### config.mk
export PLATFORM = sky130hd
export DESIGN_NAME = serial_adder_ctrl
export DESIGN_NICKNAME = d
export VERILOG_FILES = /design/src/rtl/serial_adder_ctrl.sv
export SDC_FILE = /design/constraint.sdc
export NUM_CORES = 1
export LEC_CHECK = 0
export CORE_ASPECT_RATIO = 1.2
export CORE_MARGIN = 2
export CORE_UTILIZATION = 50
export DETAILED_ROUTE_END_ITERATION = 16
export GPL_TIMING_DRIVEN = 0
export PLACE_DENSITY_LB_ADDON = 0.1
export SLEW_MARGIN = 20
export SYNTH_ARGS = -nofsm -noshare
export SYNTH_HDL_FRONTEND = slang
export SYNTH_SLANG_ARGS = --single-unit
### constraint.sdc
create_clock -name clk -period 1.9 [get_ports clk]
set_input_delay 0.285 -clock clk [delete_from_list [all_inputs] [get_ports clk]]
set_output_delay 0.285 -clock clk [all_outputs]
set_load 0.05 [all_outputs]
### src/rtl/serial_adder_ctrl.sv
// Bit-serial adder: one full-adder slice stepped over WIDTH cycles, start/busy/done handshake.
// Define SERIAL_ADDER_SUB_EN to add the sub port (a - b via a + ~b + 1).
module serial_adder_ctrl #(
  parameter int WIDTH = 8
) (
  input  logic             clk,
  input  logic             rst_n,
  input  logic             start,
  input  logic [WIDTH-1:0] a,
  input  logic [WIDTH-1:0] b,
  input  logic             cin,
`ifdef SERIAL_ADDER_SUB_EN
  input  logic             sub,
`endif
  output logic             busy,
  output logic             done,
  output logic [WIDTH-1:0] sum,
  output logic             cout
);

  localparam int CNT_W = $clog2(WIDTH) + 1;

  typedef enum logic [1:0] {IDLE, RUN, DONE} state_t;

  state_t           state_q, state_d;
  logic [WIDTH-1:0] a_sh_q, a_sh_d;
  logic [WIDTH-1:0] b_sh_q, b_sh_d;
  logic [WIDTH-1:0] s_sh_q, s_sh_d;
  logic [WIDTH-1:0] sum_q, sum_d;
  logic             carry_q, carry_d;
  logic             cout_q, cout_d;
  logic             busy_q, busy_d;
  logic             done_q, done_d;
  logic [CNT_W-1:0] cnt_q, cnt_d;

  logic             s_bit, c_bit;
  logic [WIDTH:0]   s_ext;
  logic [WIDTH-1:0] b_load;
  logic             c_load;

  // Returns {carry_out, sum_bit}.
  function automatic logic [1:0] full_add(input logic x, input logic y, input logic ci);
    return {(x & y) | (x & ci) | (y & ci), x ^ y ^ ci};
  endfunction

  assign {c_bit, s_bit} = full_add(a_sh_q[0], b_sh_q[0], carry_q);
  // Concatenate-then-drop keeps the MSB-side shift legal for WIDTH=1.
  assign s_ext = {s_bit, s_sh_q};

`ifdef SERIAL_ADDER_SUB_EN
  assign b_load = sub ? ~b : b;
  assign c_load = sub ? 1'b1 : cin;
`else
  assign b_load = b;
  assign c_load = cin;
`endif

  always_comb begin
    state_d = state_q;
    a_sh_d  = a_sh_q;
    b_sh_d  = b_sh_q;
    s_sh_d  = s_sh_q;
    sum_d   = sum_q;
    carry_d = carry_q;
    cout_d  = cout_q;
    busy_d  = busy_q;
    done_d  = 1'b0;
    cnt_d   = cnt_q;
    case (state_q)
      IDLE, DONE: begin
        busy_d  = 1'b0;
        state_d = IDLE;
        if (start) begin
          a_sh_d  = a;
          b_sh_d  = b_load;
          carry_d = c_load;
          cnt_d   = '0;
          busy_d  = 1'b1;
          state_d = RUN;
        end
      end
      RUN: begin
        s_sh_d  = s_ext[WIDTH:1];
        a_sh_d  = a_sh_q >> 1;
        b_sh_d  = b_sh_q >> 1;
        carry_d = c_bit;
        cnt_d   = cnt_q + 1'b1;
        if (cnt_q == CNT_W'(WIDTH - 1)) begin
          sum_d   = s_ext[WIDTH:1];
          cout_d  = c_bit;
          busy_d  = 1'b0;
          done_d  = 1'b1;
          state_d = DONE;
        end
      end
      default: begin
        busy_d  = 1'b0;
        state_d = IDLE;
      end
    endcase
  end

  always_ff @(posedge clk or negedge rst_n) begin
    if (!rst_n) begin
      state_q <= IDLE;
      a_sh_q  <= '0;
      b_sh_q  <= '0;
      s_sh_q  <= '0;
      sum_q   <= '0;
      carry_q <= 1'b0;
      cout_q  <= 1'b0;
      busy_q  <= 1'b0;
      done_q  <= 1'b0;
      cnt_q   <= '0;
    end else begin
      state_q <= state_d;
      a_sh_q  <= a_sh_d;
      b_sh_q  <= b_sh_d;
      s_sh_q  <= s_sh_d;
      sum_q   <= sum_d;
      carry_q <= carry_d;
      cout_q  <= cout_d;
      busy_q  <= busy_d;
      done_q  <= done_d;
      cnt_q   <= cnt_d;
    end
  end

  assign busy = busy_q;
  assign done = done_q;
  assign sum  = sum_q;
  assign cout = cout_q;

endmodule

### Word-level counts from Yosys, hierarchy flattened

Cells that the tools add are included.

| word-level totals | value |
|---|---|
| memories | 0 |
| input bits | 20 |
| RAM bits | 0 |
| output and inout bits | 11 |
| memory bits (read-only) | 0 |
| word-level logic and storage cells | 44 |
| latch bits | 0 |
| register bits | 42 |

| operators by class | value |
|---|---|
| mux-type cells | 16 |
| divide/modulo/power cells | 0 |
| magnitude comparators | 0 |
| reductions and logical operators | 5 |
| bitwise logic cells | 7 |
| multiply operators | 0 |
| $add $sub $neg | 1 |
| shift-type cells | 0 |
| equal/unequal tests | 5 |

Operator list:

| cell | number |
|---|---|
| 8-bit one-hot mux with 2 select lines | 2 |
| 8-bit two-way mux | 2 |
| 4-bit one-hot mux with 2 select lines | 1 |
| 1-bit two-way mux | 6 |
| 4-bit by 1-bit adder with 4-bit output (second input constant) | 1 |
| 4-bit by 3-bit equality test with 1-bit output (second input constant) | 1 |
| 4-bit two-way mux | 1 |
| 2-bit != test (second input constant) | 2 |
| 1-bit one-hot mux with 2 select lines | 2 |
| 2-bit one-hot mux with 2 select lines | 1 |
| 2-bit AND reduction | 2 |
| 1-bit AND | 3 |
| 2-bit by 1-bit equality test with 1-bit output (second input constant) | 1 |
| 2-bit equality test (second input constant) | 1 |
| 2-bit zero test | 1 |
| 2-bit two-way mux | 1 |
| 1-bit OR | 2 |
| 2-bit nonzero test | 1 |
| 2-bit OR reduction | 1 |
| 1-bit XOR | 2 |

### Longest topological paths before layout

| logic depth | value |
|---|---|
| depth in word-level cells | 4 |
| mapped depth | 5 |
| depth with buffers taken out | 4 |

### Worst setup path before layout

OpenSTA, ideal clock, no wires.

| timing | value |
|---|---|
| kind | register -> register |
| start point | register, netlist name busy |
| end point | register cout_q, in the netlist cout |
| arrival time | 1550 ps |
| library setup time | 128 ps |
| path slack | 223 ps |
| stages on the path, launching flop included | 5 |
| path buffers | 1 |
| clock period less this slack | 1677 ps |
| required time | 1772 ps |
| path through | dfrtp_1 -> and2b_1 -> nor3b_1 -> buf_4 -> mux2_1 |

RTL lines:

| element | line | RTL |
|---|---|---|
| to (signal assigned) | 122 | `cout_q <= cout_d;` |
| to (decl) | 31 | `logic cout_q, cout_d;` |

### Worst setup path in the final report

| timing | value |
|---|---|
| start point | register sum_q[7], in the netlist sum[7] |
| end point | output sum[7] |

RTL lines:

| element | line | RTL |
|---|---|---|
| from (decl) | 29 | `logic [WIDTH-1:0] sum_q, sum_d;` |
| from (signal assigned) | 120 | `sum_q <= sum_d;` |
| to (decl) | 17 | `output logic [WIDTH-1:0] sum,` |

No word-level cell between the ends.

==> flow_metrics.py <==
metrics = {
    "sta": {
        "skew_ps": 8.49,
        "slew-limit-headroom": 0.666,
        "rsz0062_at_grt": "false",
        "setup_slack_ps": 89.5,
        "period_needed_ps": 1810,
        "period_share": 0.953,
        "finalMaxSlewViolations": 0,
        "finalHoldViolCount": 0,
        "tightest_slew_ps": 500,
        "setup_viol": 0,
        "fmax_mhz": 552,
        "setup-tns-final_ps": 0,
    },
    "die": {
        "rows": 22,
        "start_util": 0.529,
        "io_pins": 31,
        "die_w_um": 56.4,
        "dieArea_um2": 3770,
        "die_h_um": 66.9,
        "core-area_um2": 3110,
    },
    "grt": {
        "grt_max_degree": 27,
        "gr-usage-all-layers": 0.191,
        "grt_pass1_vias": 1098,
        "grt_antenna_before_repair": 0,
        "grt_remaining_overflow": 0,
        "grt_pass1_wl_mm": 5.23,
    },
    "synthesis": {
        "syn_avg_cell_area_um2": 14.3,
        "synth_top_family_by_area": "compound AO/OA/AOI/OAI gates",
        "ys_ff_latch": 40,
        "syn_nets": 137,
        "yosysTopAreaCell": "dfrtp_1",
        "ys_seq_area_frac": 0.608,
        "synth_simple_gate_area_frac": 0.0418,
        "syn_area_um2": 1650,
        "yosysMostFrequentCell": "dfrtp_1",
        "synth_compound_area_frac": 0.172,
        "syn_inst": 115,
        "synth_xor_area_frac": 0.00532,
        "synth-adder-area-share": 0.0198,
        "yosys-top-cells-area": "dfrtp_1 61%, a22o_1 10%, mux2_1 8.9%, a21o_1 6.8%, mux2_2 2.1%",
        "ys_top_cells_by_count": "40 x dfrtp_1, 19 x a22o_1, 15 x a21o_1, 13 x mux2_1, 4 x buf_4",
        "synthArstFlopShare": 1.00,
        "synth_mux_area_frac": 0.122,
        "ys_types": 21,
        "synth_top_area_frac": 0.608,
        "ys.flop_type": "dfrtp_1",
        "yosys_warnings": 0,
        "synth-edff-count": 0,
    },
    "critical_path": {
        "r2r_slack_ps": 290,
        "crit_slowest_cell": "clkdlybuf4s50_1",
        "arrival_ps": 1530,
        "cp_slowest_stage_delay_ps": 810,
        "startpoint": "sum[7]$_DFFE_PN0P_",
        "cp-start-kind": "register",
        "worst-path-buf-inv": 1,
        "path_cells": "clkdlybuf4s50_1",
        "worstRegToRegCells": 5,
        "rr_endpoint": "sum[0]$_DFFE_PN0P_",
        "crit_type": "register to primary output",
        "crit_fanout": 2,
        "cp.depth": 1,
        "r2r_start": "cnt_q[0]$_DFFE_PN0P_",
        "cp.required_ps": 1620,
        "endpoint": "sum[7]",
        "end_kind": "primary output",
        "crit_family": "buffers and inverters",
    },
    "cts": {
        "numCtsBuffers": 5,
        "cts_tree": "yes",
        "clock_latency_ps": 350,
        "postCtsSetupBuffers": 0,
        "cts.sinks": 40,
        "cts_root_buf": "clkbuf_4",
        "clk_pin_slew_ps": 120,
        "clk_path_buf_depth": 2,
        "htreeDepth": 2,
    },
    "power": {
        "peakVddDrop_mv": 1.03,
        "power.density_nw_per_um2": 1730,
        "p_leak_nw": 1.04,
    },
    "placed_design": {
        "place.gp.congestion": 0.708,
        "placed_area_um2": 2010,
        "port_buffers": 30,
        "pre_cts_slack_ps": 97.6,
        "place_inst": 182,
    },
    "drt": {
        "drt_first_pass_iters": 3,
        "viasPerCell": 5.54,
        "detail-route-antenna-nets": 0,
        "drt_first_iter_violations": 4,
        "wl_mm": 2.95,
        "drcViolationCount": 0,
        "wl_per_cell_um": 15.4,
        "num_vias": 1058,
    },
    "hold_path": {
        "hold_path_class": "primary input to asynchronous set/reset pin",
    },
    "finish": {
        "syn2layout_area_growth_pct": 26.8,
        "fin_nets": 176,
        "diodes": 0,
        "drive_above_1_share": 0.135,
        "layout.cells.non_filler": 191,
        "finalInstanceArea_um2": 2090,
    },
    "outcome": {
        "run_status": "complete, no violations",
    },
    "flow_run": {
        "cap_violations": 0,
    },
}
## cells in the final DEF, fill, tap and decap left out
cell	synthesis	routed
buf_16	0	1
a22o_1	19	19
dfrtp_1	40	40
clkdlybuf4s50_1	0	28
nand4_1	1	1
buf_4	4	4
clkbuf_8	0	1
nor2_1	1	1
mux2_2	3	3
mux2_1	13	13
a21o_1	15	15
nor2_2	1	1
buf_2	2	3
mux2i_1	2	2
dlymetal6s2s_1	0	1
dlygate4sd3_1	0	1
fa_1	1	1
nor2b_1	2	2
buf_6	1	1
ha_1	1	1
nor3b_1	2	2
xnor2_1	1	1
nand2b_1	1	1
o21ai_0	1	1
nand2_1	3	3
and2b_1	1	1
clkbuf_4	0	5
clkinv_2	0	2
## through the flow
stage / util / hold slack (ps) / power, mW
after floorplan: - / -10.6 / 2.70
after global placement: 0.640 / 459 / 3.13
after detailed placement: 0.648 / 224 / 3.22
after CTS: 0.671 / 357 / 3.67
after global routing: 0.671 / 374 / 3.89
final: 0.671 / 363 / 3.62
## power breakdown
| group | leakage [nW] | switching [mW] | internal (mW) |
|---|---|---|---|
| logic | 0.502 | 0.901 | 0.806 |
| registers | 0.501 | 0.232 | 1.24 |
| clock network | 0.0380 | 0.268 | 0.176 |
## how the worst min path moves through the flow
stage | cells past startpoint | slack [ps] | endpoint
after floorplan | 0 | -10 | a_sh_q[0]$_DFFE_PN0P_
after global placement | 1 | 460 | a_sh_q[3]$_DFFE_PN0P_
after detailed placement | 1 | 220 | s_sh_q[1]$_DFFE_PN0P_
after CTS | 2 | 360 | b_sh_q[6]$_DFFE_PN0P_
after global routing | 2 | 370 | b_sh_q[6]$_DFFE_PN0P_
final | 2 | 360 | s_sh_q[1]$_DFFE_PN0P_
## state kept, by name, indices dropped and copies added, names as in the netlist
register	count
state_q	1
b_sh_q	8
done	1
cout	1
cnt_q	4
s_sh_q	7
carry_q	1
sum	8
a_sh_q	8
busy	1
## repair_timing
item	4_1_cts	5_1_grt
hold buffers	1	0
resized for setup	0	1
endpoints found under the setup margin	0	1
hold endpoints to repair	14	0
## area by class of cell
type / count / area [um2]
buffer: 7 / 51.3
multi-input combinational: 68 / 594
sequential: 40 / 1000
clock buffer: 6 / 51.3
fill: 248 / 1020
tap: 36 / 45.0
clock inverter: 2 / 10.0
timing repair buffer: 32 / 335
## per-layer routing
layer  part of all wire  vias to the layer above  global-route usage
met2               0.50                       26               0.313
li1                   -                      500                   -
met1               0.43                      527               0.228
met3              0.047                        5              0.0583
met4              0.016                        0              0.0982
met5                  0                        -                   0
## kinds of logic (layout without fill, tap and decap cells)
group	count (synthesis)	after routing
multiplexers	18	18
AND/OR/NAND/NOR	12	12
buffers and inverters	7	47
adder cells (fa/ha/maj)	2	2
XOR/XNOR	1	1
AO/OA/AOI/OAI	35	35
flip-flops	40	40
Power figures use the tool's default switching activity.
